**src/rtl/axi_apb_pkg.sv**
```systemverilog
// Shared definitions for the APB <-> AXI-Lite bridges: bridge FSM encoding and
// AXI response codes.
package axi_apb_pkg;

    typedef enum logic [2:0] {
        ST_IDLE    = 3'd0,
        ST_WR_REQ  = 3'd1,
        ST_WR_RESP = 3'd2,
        ST_RD_REQ  = 3'd3,
        ST_RD_RESP = 3'd4,
        ST_DONE    = 3'd5
    } bridge_state_e;

    localparam logic [1:0] RESP_OKAY   = 2'b00;
    localparam logic [1:0] RESP_EXOKAY = 2'b01;
    localparam logic [1:0] RESP_SLVERR = 2'b10;
    localparam logic [1:0] RESP_DECERR = 2'b11;

endpackage

```
**src/rtl/apb_to_axi_lite_bridge.sv**
```systemverilog
// APB4 completer to AXI4-Lite manager bridge: each APB transfer becomes one
// AXI-Lite write or read, with PREADY held low until the AXI response returns.
module apb_to_axi_lite_bridge
    import axi_apb_pkg::*;
#(
    parameter int unsigned  ADDR_WIDTH = 32,
    parameter int unsigned  DATA_WIDTH = 32,
    localparam int unsigned STRB_WIDTH = DATA_WIDTH / 8
) (
    input  logic                  ACLK,
    input  logic                  ARESETn,
    input  logic                  PSEL,
    input  logic                  PENABLE,
    input  logic                  PWRITE,
    input  logic [ADDR_WIDTH-1:0] PADDR,
    input  logic [DATA_WIDTH-1:0] PWDATA,
    input  logic [STRB_WIDTH-1:0] PSTRB,
    input  logic [2:0]            PPROT,
    output logic [DATA_WIDTH-1:0] PRDATA,
    output logic                  PREADY,
    output logic                  PSLVERR,
    output logic [ADDR_WIDTH-1:0] AWADDR,
    output logic [2:0]            AWPROT,
    output logic                  AWVALID,
    input  logic                  AWREADY,
    output logic [DATA_WIDTH-1:0] WDATA,
    output logic [STRB_WIDTH-1:0] WSTRB,
    output logic                  WVALID,
    input  logic                  WREADY,
    input  logic [1:0]            BRESP,
    input  logic                  BVALID,
    output logic                  BREADY,
    output logic [ADDR_WIDTH-1:0] ARADDR,
    output logic [2:0]            ARPROT,
    output logic                  ARVALID,
    input  logic                  ARREADY,
    input  logic [DATA_WIDTH-1:0] RDATA,
    input  logic [1:0]            RRESP,
    input  logic                  RVALID,
    output logic                  RREADY
);

    bridge_state_e           state_q, state_d;
    logic                    aw_done_q, aw_done_d;
    logic                    w_done_q, w_done_d;
    logic                    err_q, err_d;
    logic [DATA_WIDTH-1:0]   prdata_q, prdata_d;

    logic [ADDR_WIDTH-1:0]   addr_q;
    logic [DATA_WIDTH-1:0]   wdata_q;
    logic [STRB_WIDTH-1:0]   strb_q;
    logic [2:0]              prot_q;
    logic                    write_q;

    logic                    setup;
    logic                    aw_fire;
    logic                    w_fire;

    assign setup   = PSEL && !PENABLE;
    assign aw_fire = !aw_done_q && AWREADY;
    assign w_fire  = !w_done_q && WREADY;

    always_ff @(posedge ACLK or negedge ARESETn) begin
        if (!ARESETn) begin
            state_q   <= ST_IDLE;
            aw_done_q <= 1'b0;
            w_done_q  <= 1'b0;
            err_q     <= 1'b0;
            prdata_q  <= '0;
        end else begin
            state_q   <= state_d;
            aw_done_q <= aw_done_d;
            w_done_q  <= w_done_d;
            err_q     <= err_d;
            prdata_q  <= prdata_d;
        end
    end

    // Request fields are captured only on the setup cycle taken in IDLE.
    always_ff @(posedge ACLK or negedge ARESETn) begin
        if (!ARESETn) begin
            addr_q  <= '0;
            wdata_q <= '0;
            strb_q  <= '0;
            prot_q  <= '0;
            write_q <= 1'b0;
        end else if (state_q == ST_IDLE && setup) begin
            addr_q  <= PADDR;
            wdata_q <= PWDATA;
            strb_q  <= PSTRB;
            prot_q  <= PPROT;
            write_q <= PWRITE;
        end
    end

    always_comb begin
        state_d   = state_q;
        aw_done_d = aw_done_q;
        w_done_d  = w_done_q;
        err_d     = err_q;
        prdata_d  = prdata_q;
        AWVALID   = 1'b0;
        WVALID    = 1'b0;
        BREADY    = 1'b0;
        ARVALID   = 1'b0;
        RREADY    = 1'b0;
        PREADY    = 1'b0;
        PSLVERR   = 1'b0;

        case (state_q)
            ST_IDLE: begin
                if (setup) begin
                    aw_done_d = 1'b0;
                    w_done_d  = 1'b0;
                    state_d   = PWRITE ? ST_WR_REQ : ST_RD_REQ;
                end
            end
            ST_WR_REQ: begin
                AWVALID = !aw_done_q;
                WVALID  = !w_done_q;
                if (aw_fire) aw_done_d = 1'b1;
                if (w_fire)  w_done_d  = 1'b1;
                if (aw_done_d && w_done_d) state_d = ST_WR_RESP;
            end
            ST_WR_RESP: begin
                BREADY = 1'b1;
                if (BVALID) begin
                    err_d   = (BRESP == RESP_SLVERR) || (BRESP == RESP_DECERR);
                    state_d = ST_DONE;
                end
            end
            ST_RD_REQ: begin
                ARVALID = 1'b1;
                if (ARREADY) state_d = ST_RD_RESP;
            end
            ST_RD_RESP: begin
                RREADY = 1'b1;
                if (RVALID) begin
                    if (!write_q) prdata_d = RDATA;
                    err_d   = (RRESP == RESP_SLVERR) || (RRESP == RESP_DECERR);
                    state_d = ST_DONE;
                end
            end
            ST_DONE: begin
                PREADY  = 1'b1;
                PSLVERR = err_q;
                state_d = ST_IDLE;
            end
            default: state_d = ST_IDLE;
        endcase
    end

    assign PRDATA = prdata_q;
    assign AWADDR = addr_q;
    assign ARADDR = addr_q;
    assign AWPROT = prot_q;
    assign ARPROT = prot_q;
    assign WDATA  = wdata_q;
    assign WSTRB  = strb_q;

endmodule

```
**config.mk**
```make
export PLATFORM = sky130hd
export DESIGN_NAME = apb_to_axi_lite_bridge
export DESIGN_NICKNAME = d
export VERILOG_FILES = /design/src/rtl/axi_apb_pkg.sv /design/src/rtl/apb_to_axi_lite_bridge.sv
export SDC_FILE = /design/constraint.sdc
export NUM_CORES = 1
export LEC_CHECK = 0
export ABC_AREA = 1
export CORE_MARGIN = 2
export CORE_UTILIZATION = 40
export CTS_BUF_LIST = sky130_fd_sc_hd__clkbuf_4
export CTS_CLUSTER_SIZE = 16
export DETAILED_ROUTE_END_ITERATION = 10
export PLACE_DENSITY = 0.83
export SETUP_SLACK_MARGIN = 0.2
export SYNTH_ARGS = -nofsm -noshare
export SYNTH_HDL_FRONTEND = slang
export SYNTH_SLANG_ARGS = --single-unit
```
**constraint.sdc**
```tcl
create_clock -name ACLK -period 1.5 [get_ports ACLK]
set_input_delay 0.3 -clock ACLK [delete_from_list [all_inputs] [get_ports ACLK]]
set_output_delay 0.3 -clock ACLK [all_outputs]
set_load 0.05 [all_outputs]
```
==> impl_metrics.ini, run 1 <==
[status]
status = aborted with a tool error
haltStage = global routing (5_1_grt)
error_line = [ERROR DPL-0038] Utilization greater than 100%, impossible to legalize

[global_routing]
grt_start_max_net_pins = 49

[yosys]
synth_area_leader_cell = dfrtp_1
yosys_warnings = 0
synth_top_cells_by_area = dfrtp_1, nand2_1, inv_1, o21ai_1, buf_4
syn_area_per_cell_um2 = 8.754
synth_seq_cells = 110
syn_inst = 545
synth_fp_nets = 662
yosysTopAreaCellShare_pct = 57.70
ys_seq_area_share_pct = 57.70
synth.distinct_cells = 22
syn-cell-area_um2 = 4771

[clocking]
cts_inserted_buffers = 9
h-tree-depth = 3
clock-root-buffer = clkbuf_4
cts.path.max_buffers = 2
clock_sinks = 110

[timing]
grt-worst-endpoint = BREADY
worstEpCategory = output port

[die]
start_util_pct = 41.43
die_height_um = 113.2
rows = 39
die_x_um = 113.2
ios = 262

[placed_design]
dpl.hpwl_um = 12310
gp_congestion = 0.8499
placed_cell_area_um2 = 8806
io_buffers = 259
==> logic make-up after synthesis <==
group / share of synthesized area, %
AND/OR/NAND/NOR: 18.38
buffers and inverters: 15.58
flip-flops: 57.70
AO/OA/AOI/OAI: 8.340
==> metrics by stage <==
stage                     util [%]  std cells  setup WS, ns  hold slack, ns
after global placement       76.47        902      -0.03460          0.2016
after CTS                    86.33        972       -0.3498          0.2454
after floorplan                  -        545       0.05688        0.004409
after detailed placement     76.47        902       -0.1495          0.2140
==> timing repair <==
action                                 in CTS
gates cloned                               10
resized for setup                         138
pin swaps                                  28
endpoints found under the hold margin      18
buffers inserted                           43
hold buffers                                1
setup endpoints to repair                 252
==> synth_stat cells <==
| cell type | n |
|---|---|
| buf_6 | 7 |
| nand2_2 | 2 |
| nand3_1 | 37 |
| nor2_2 | 1 |
| nand2_1 | 153 |
| buf_2 | 9 |
| clkbuf_1 | 9 |
| inv_1 | 84 |
| a21oi_1 | 3 |
| o22ai_1 | 2 |
| inv_2 | 2 |
| nor4_1 | 1 |
| o21ai_0 | 14 |
| dfrtp_1 | 110 |
| buf_4 | 35 |
| nor3_1 | 1 |
| o21ai_1 | 60 |
| nand4_4 | 1 |
| nand3b_1 | 1 |
| and2_1 | 1 |
| nor2_1 | 11 |
| nor2_4 | 1 |
==> run 2: changes to the inputs <==
Settings changed: CORE_UTILIZATION 40 to 25, CTS_BUF_LIST sky130_fd_sc_hd__clkbuf_4 to unset, CTS_CLUSTER_SIZE 16 to unset, PLACE_DENSITY 0.83 to unset, PLACE_DENSITY_LB_ADDON set to 0.15, SETUP_SLACK_MARGIN 0.2 to unset.
==> run 2 against run 1 <==
Against the previous run: the flow now finishes, with violations (negative setup slack); synthesized cell count unchanged; area after synthesis did not move.
==> impl_metrics.ini, run 2 <==
[placed_design]
placed_cell_area_um2 = 8935
gp_congestion = 0.7392
dpl.hpwl_um = 11430
dp.cells = 995
io_buffers = 259

[status]
status = finished, violations left
violations = negative setup slack

[global_routing]
grt_pass1_wl_um = 23340
grt_usage_pct = 14.79
antenna_found_initial = 0
grt_start_max_net_pins = 59
grt_pass1_vias = 4432
grt_overflow = 0

[timing]
grt_setup_unrepaired = yes
clock.fmax_mhz = 597.2
fin_ws_ns = -0.1744
skew_ns = 0.01140
hold_violations = 0
hold_ws_ns = 0.3649
slew_headroom_pct = 82.12
worst_pin_slew_ns = 0.2662
setup_viol = 7
period_needed_ns = 1.674
post-route-period-util_pct = 111.6
finalMaxSlewViolations = 0

[final_layout]
drive_gt1_share_pct = 27.31
antenna_cells = 0
final.fill_count = 1681
final_cell_mix = buf_12, nand2_1, clkdlybuf4s50_1, dfrtp_1, inv_1
final_cell_area_um2 = 9493
layoutNonFillerInstCount = 1025
synthToLayoutAreaGrowth_pct = 98.98
final_common_cell = buf_12
fin_nets = 903

[pwr]
fin_total_pwr_mw = 25.32
power_density_nw_per_um2 = 2667
ir_worst_vdd_mv = 1.157
p_leak_nw = 4.633

[clocking]
cts.path.max_buffers = 2
clock-root-buffer = clkbuf_16
clk_pin_slew_ns = 0.08
cts_tree = built
clock_sinks = 110
cts_inserted_buffers = 9
insertion_delay_ns = 0.34
h-tree-depth = 3

[yosys]
synth_area_leader_cell = dfrtp_1
synth.distinct_cells = 22
synth-main-ff-cell = dfrtp_1
ys_async_sr_fraction_pct = 100.0
syn_inst = 545
yosys_warnings = 0
syn_area_per_cell_um2 = 8.754
synth-edff-count = 0
synth_top_cells_by_area = dfrtp_1, nand2_1, inv_1, o21ai_1, buf_4
synth_fp_nets = 662
syn-cell-area_um2 = 4771
yosysTopAreaCellShare_pct = 57.70
ys_seq_area_share_pct = 57.70
netlist_top_cells_count = nand2_1, dfrtp_1, inv_1
synth_most_common_cell = nand2_1
synth_seq_cells = 110

[route]
first_pass_iters = 5
drtIter0Drc = 165
drc = 0
wl_per_cell_um = 14.90
postRouteWirelength_um = 15270
drtAntennaViolNets = 0
num_vias = 4307
via_per_inst = 4.202

[die]
ios = 262
die_x_um = 142.1
dieArea_um2 = 20200
coreArea_um2 = 18710
die_height_um = 142.1
rows = 50
start_util_pct = 25.51

[worst_setup_path]
critPathBufInv = 3
r2r_slack_ns = 0.07
rr_endpoint = ARADDR[24]$_DFFE_PN0P_
crit_family = flip-flops
crit_slowest_cell = dfrtp_2
critPathRequiredTime_ns = 1.20
path_depth = 4
critical_path.max_stage_delay_ns = 0.43
worstSetupPathType = reg2out
crit_end = PSLVERR
endpoint_kind = output pin
rr_startpoint = state_q[1]$_DFFE_PN0P_
rr_worst_depth = 7
worstPathArrival_ns = 1.37
critPathLaunchType = register
crit_path_cell_trace = buf_6 -> inv_6 -> nor4_4 -> buf_12
crit_path_start = state_q[2]$_DFFE_PN0P_
path_max_fanout = 4

[job]
maxCapViolCount = 0

[min_path]
worstHoldPathType = in2async
==> run 2: cell counts after synthesis <==
Identical to the previous run, type by type.
==> run 2: report_power, final <==
part           internal [mW]  switching, mW
clock                   1.31           1.11
sequential              4.31           1.86
combinational           7.93           8.79
==> run 2: repair_timing <==
item | 4_1_cts | 5_1_grt
endpoints found under the setup margin | 7 | 37
pin swaps | 7 | 3
cloned | 0 | 4
setup buffers | 6 | 3
endpoints found under the hold margin | 16 | 0
gates resized for setup | 25 | 4
hold buffers | 1 | 0
==> run 2: final cells by class <==
| class | instances | area (um2) | share of cell area (%) |
|---|---|---|---|
| repair buffers | 290 | 4448 | 46.86 |
| well taps | 234 | 292.8 | 3.084 |
| multi-input cells | 289 | 1368 | 14.41 |
| flip-flops and latches | 110 | 2756 | 29.04 |
| clock buffers | 10 | 229.0 | 2.412 |
| clock inverters | 6 | 66.31 | 0.6986 |
| inverters | 86 | 332.8 | 3.506 |
==> run 2: how the worst min path moves through the flow <==
stage,endpoint,depth (start not counted),from
2_1_floorplan,ARADDR[0]$_DFFE_PN0P_,0,ARESETn
3_3_place_gp,ARPROT[0]$_DFFE_PN0P_,1,ARESETn
3_5_place_dp,ARPROT[0]$_DFFE_PN0P_,1,ARESETn
4_1_cts,WDATA[0]$_DFFE_PN0P_,2,ARESETn
5_1_grt,ARPROT[0]$_DFFE_PN0P_,2,ARESETn
6_report,WDATA[0]$_DFFE_PN0P_,2,ARESETn
==> run 2: cells by family after synthesis <==
logic type             after synthesis  share of synthesized area, %
buffers and inverters              146                         15.58
flip-flops                         110                         57.70
AND/OR/NAND/NOR                    210                         18.38
AO/OA/AOI/OAI                       79                         8.340
==> run 2: worst register-to-register path, stage by stage (launching register included) <==
cell and delay, ns:
dfrtp_2 0.47, nor2_4 0.13, buf_4 0.14, nand4_4 0.08, buf_12 0.17, buf_12 0.17, nand2_1 0.09, o21ai_0 0.07
==> run 2: stage by stage <==
| step | utilization (%) | setup slack, ns | setup TNS (ns) |
|---|---|---|---|
| after CTS | 50.07 | -0.1937 | -0.8812 |
| after global placement | 47.77 | -0.05817 | -1.732 |
| final | 50.75 | -0.1744 | -0.6970 |
| after global routing | 50.75 | -0.2276 | -1.204 |
| after detailed placement | 47.77 | -0.1076 | -3.842 |
| after floorplan | - | -0.06675 | -0.1986 |
==> run 2: routing by layer <==
layer / global-route usage, % / part of all wire, %
met5: 0 / 0
met4: 6.000 / 2.5
met3: 3.163 / 5.2
met2: 26.09 / 53
met1: 17.49 / 39
(Power assumes the default switching activity.)
==> run 3: changes to the inputs <==
Settings changed: HOLD_SLACK_MARGIN set to 0.08, PLACE_DENSITY set to 0.66, PLACE_DENSITY_LB_ADDON 0.15 to unset.
==> run 3 against run 2 <==
Against the previous run: the flow still finishes with violations (negative setup slack); clock power fell by 2%; core utilization rose by 4.7 points; setup slack improved by 0.022 ns; register-to-register slack got worse by 0.14 ns; routed wire length rose by 8.6%; sequential share of layout area fell by 2.4 points; final area rose by 9.2%; fmax rose by 1.3%; combinational power rose by 7%; largest cell class unchanged.
==> impl_metrics.ini, run 3 (synthesis gave the netlist of run 2 again) <==
[status]
status = finished, violations left
violations = negative setup slack

[clocking]
clk_pin_slew_ns = 0.07
cts_inserted_buffers = 9
cts.path.max_buffers = 2
h-tree-depth = 3
cts_tree = built
insertion_delay_ns = 0.35
clock_sinks = 110
clock-root-buffer = clkbuf_16

[timing]
finalMaxSlewViolations = 0
post-route-period-util_pct = 110.2
worst_pin_slew_ns = 0.3894
hold_ws_ns = 0.4084
period_needed_ns = 1.653
fin_ws_ns = -0.1528
hold_violations = 0
skew_ns = 0.008959
setup_viol = 63
clock.fmax_mhz = 605.1
finalSetupTns_ns = -2.347
grt_setup_unrepaired = yes
slew_headroom_pct = 74.04

[final_layout]
synthToLayoutAreaGrowth_pct = 117.2
antenna_cells = 0
final.fill_count = 1525
fin_nets = 920
final_cell_area_um2 = 10360
drive_gt1_share_pct = 42.06
final_common_cell = buf_12
final_cell_mix = buf_12, clkdlybuf4s50_1, dfrtp_1, inv_1, nand2_1
final_util_pct = 55.40
layoutNonFillerInstCount = 1040

[placed_design]
dp.cells = 998
io_buffers = 259
gp_congestion = 0.7556
dpl.hpwl_um = 11220
placed_cell_area_um2 = 8945

[worst_setup_path]
endpoint_kind = output pin
r2r_slack_ns = -0.07
rr_startpoint = state_q[1]$_DFFE_PN0P_
critPathBufInv = 3
critPathRequiredTime_ns = 1.20
critPathLaunchType = register
path_max_fanout = 4
rr_endpoint = ARADDR[12]$_DFFE_PN0P_
crit_slowest_cell = dfrtp_2
crit_path_cell_trace = buf_6 -> nor2_4 -> nand2_2 -> inv_2 -> buf_12
crit_end = BREADY
crit_path_start = state_q[2]$_DFFE_PN0P_
worstSetupPathType = reg2out
path_depth = 5
crit_family = flip-flops
worstPathArrival_ns = 1.35
rr_worst_depth = 7
critical_path.max_stage_delay_ns = 0.47

[pwr]
p_int_mw = 14.31
p_leak_nw = 4.945
ir_worst_vdd_mv = 1.041
switching_power_mw = 12.43
power.share.clock_pct = 8.9
power.share.combinational_pct = 66.9
power.share.sequential_pct = 24.1
power_density_nw_per_um2 = 2580
sw_frac_of_total_pct = 46.49

[route]
drc = 0
first_pass_iters = 4
num_vias = 4410
drtAntennaViolNets = 0
via_per_inst = 4.240
drtIter0Drc = 195
postRouteWirelength_um = 16580
wl_per_cell_um = 15.94

[die]
coreArea_um2 = 18710
start_util_pct = 25.51
ios = 262
die_x_um = 142.1
dieArea_um2 = 20200
die_height_um = 142.1
rows = 50

[job]
maxCapViolCount = 0

[global_routing]
grt_pass1_wl_um = 22910
antenna_found_initial = 0
grt_usage_pct = 14.58
grt_pass1_vias = 4198
grt_overflow = 0
grt_start_max_net_pins = 46

[min_path]
worstHoldPathType = in2async
[run 3: changes by cell type in the layout (fill, tap and decap cells not counted), moves of 3 or more]
| cell | delta |
|---|---|
| nand2_2 | +39 |
| o21ai_1 | -27 |
| o21ai_2 | +38 |
| inv_6 | -4 |
| buf_8 | +3 |
| o21ai_0 | -11 |
| nand2_1 | -70 |
| nand2_4 | +30 |
| clkbuf_16 | +11 |
[run 3: power by group through the flow]
stage          registers (mW)  clock network (mW)  logic [mW]
6_report                 6.45                2.38        17.9
5_1_grt                  6.65                2.58        18.6
4_1_cts                  6.18                2.46        16.7
3_5_place_dp             6.18                   0        16.4
3_3_place_gp             6.11                   0        16.2
2_1_floorplan            9.52                   0        4.32
[run 3: metrics by stage]
step | total power [mW] | setup slack, ns
final | 26.73 | -0.1528
after CTS | 25.31 | -0.1633
after global placement | 22.35 | -0.1153
after detailed placement | 22.57 | -0.1328
after floorplan | 13.84 | -0.06675
after global routing | 27.85 | -0.1875
[run 3: layout make-up]
cell class / instances / area, um2 / area share, %
Tap cell: 234 / 292.8 / 2.825
Inverter: 86 / 330.3 / 3.187
Clock buffer: 10 / 229.0 / 2.209
Multi-Input combinational cell: 289 / 1849 / 17.84
Clock inverter: 4 / 50.05 / 0.4829
Timing Repair Buffer: 307 / 4856 / 46.85
Sequential cell: 110 / 2756 / 26.60
[run 3: how the worst min path moves through the flow]
stage / end / slack, ns / depth (start not counted)
CTS: PRDATA[16]$_DFFE_PN0P_ / 0.41 / 2
global route: PRDATA[15]$_DFFE_PN0P_ / 0.44 / 2
global placement: PRDATA[16]$_DFFE_PN0P_ / 0.25 / 1
finish: PRDATA[16]$_DFFE_PN0P_ / 0.41 / 2
floorplan: ARADDR[0]$_DFFE_PN0P_ / 0.004 / 0
detailed placement: PRDATA[16]$_DFFE_PN0P_ / 0.25 / 1
[run 3: worst register-to-register path: cells and delay by family, from the launching register on]
kind,cells,cell delay [ns]
AO/OA/AOI/OAI,1,0.06
buffers and inverters,3,0.54
flip-flops,1,0.48
AND/OR/NAND/NOR,3,0.36
[run 3: timing repair]
action	4_1_cts	5_1_grt
hold buffers	1	0
pin swaps	7	0
hold endpoints to repair	25	0
endpoints found under the setup margin	7	95
cloned	0	16
resized for setup	21	180
setup buffers	6	5
[run 3: routing by layer]
| metal | vias to the layer above | GRT usage (%) | routed length [um] |
|---|---|---|---|
| met5 | - | 0 | 0 |
| met2 | 142 | 25.43 | 8816 |
| li1 | 2163 | - | - |
| met4 | 0 | 6.368 | 457 |
| met1 | 2078 | 17.54 | 6583 |
| met3 | 27 | 2.725 | 723 |
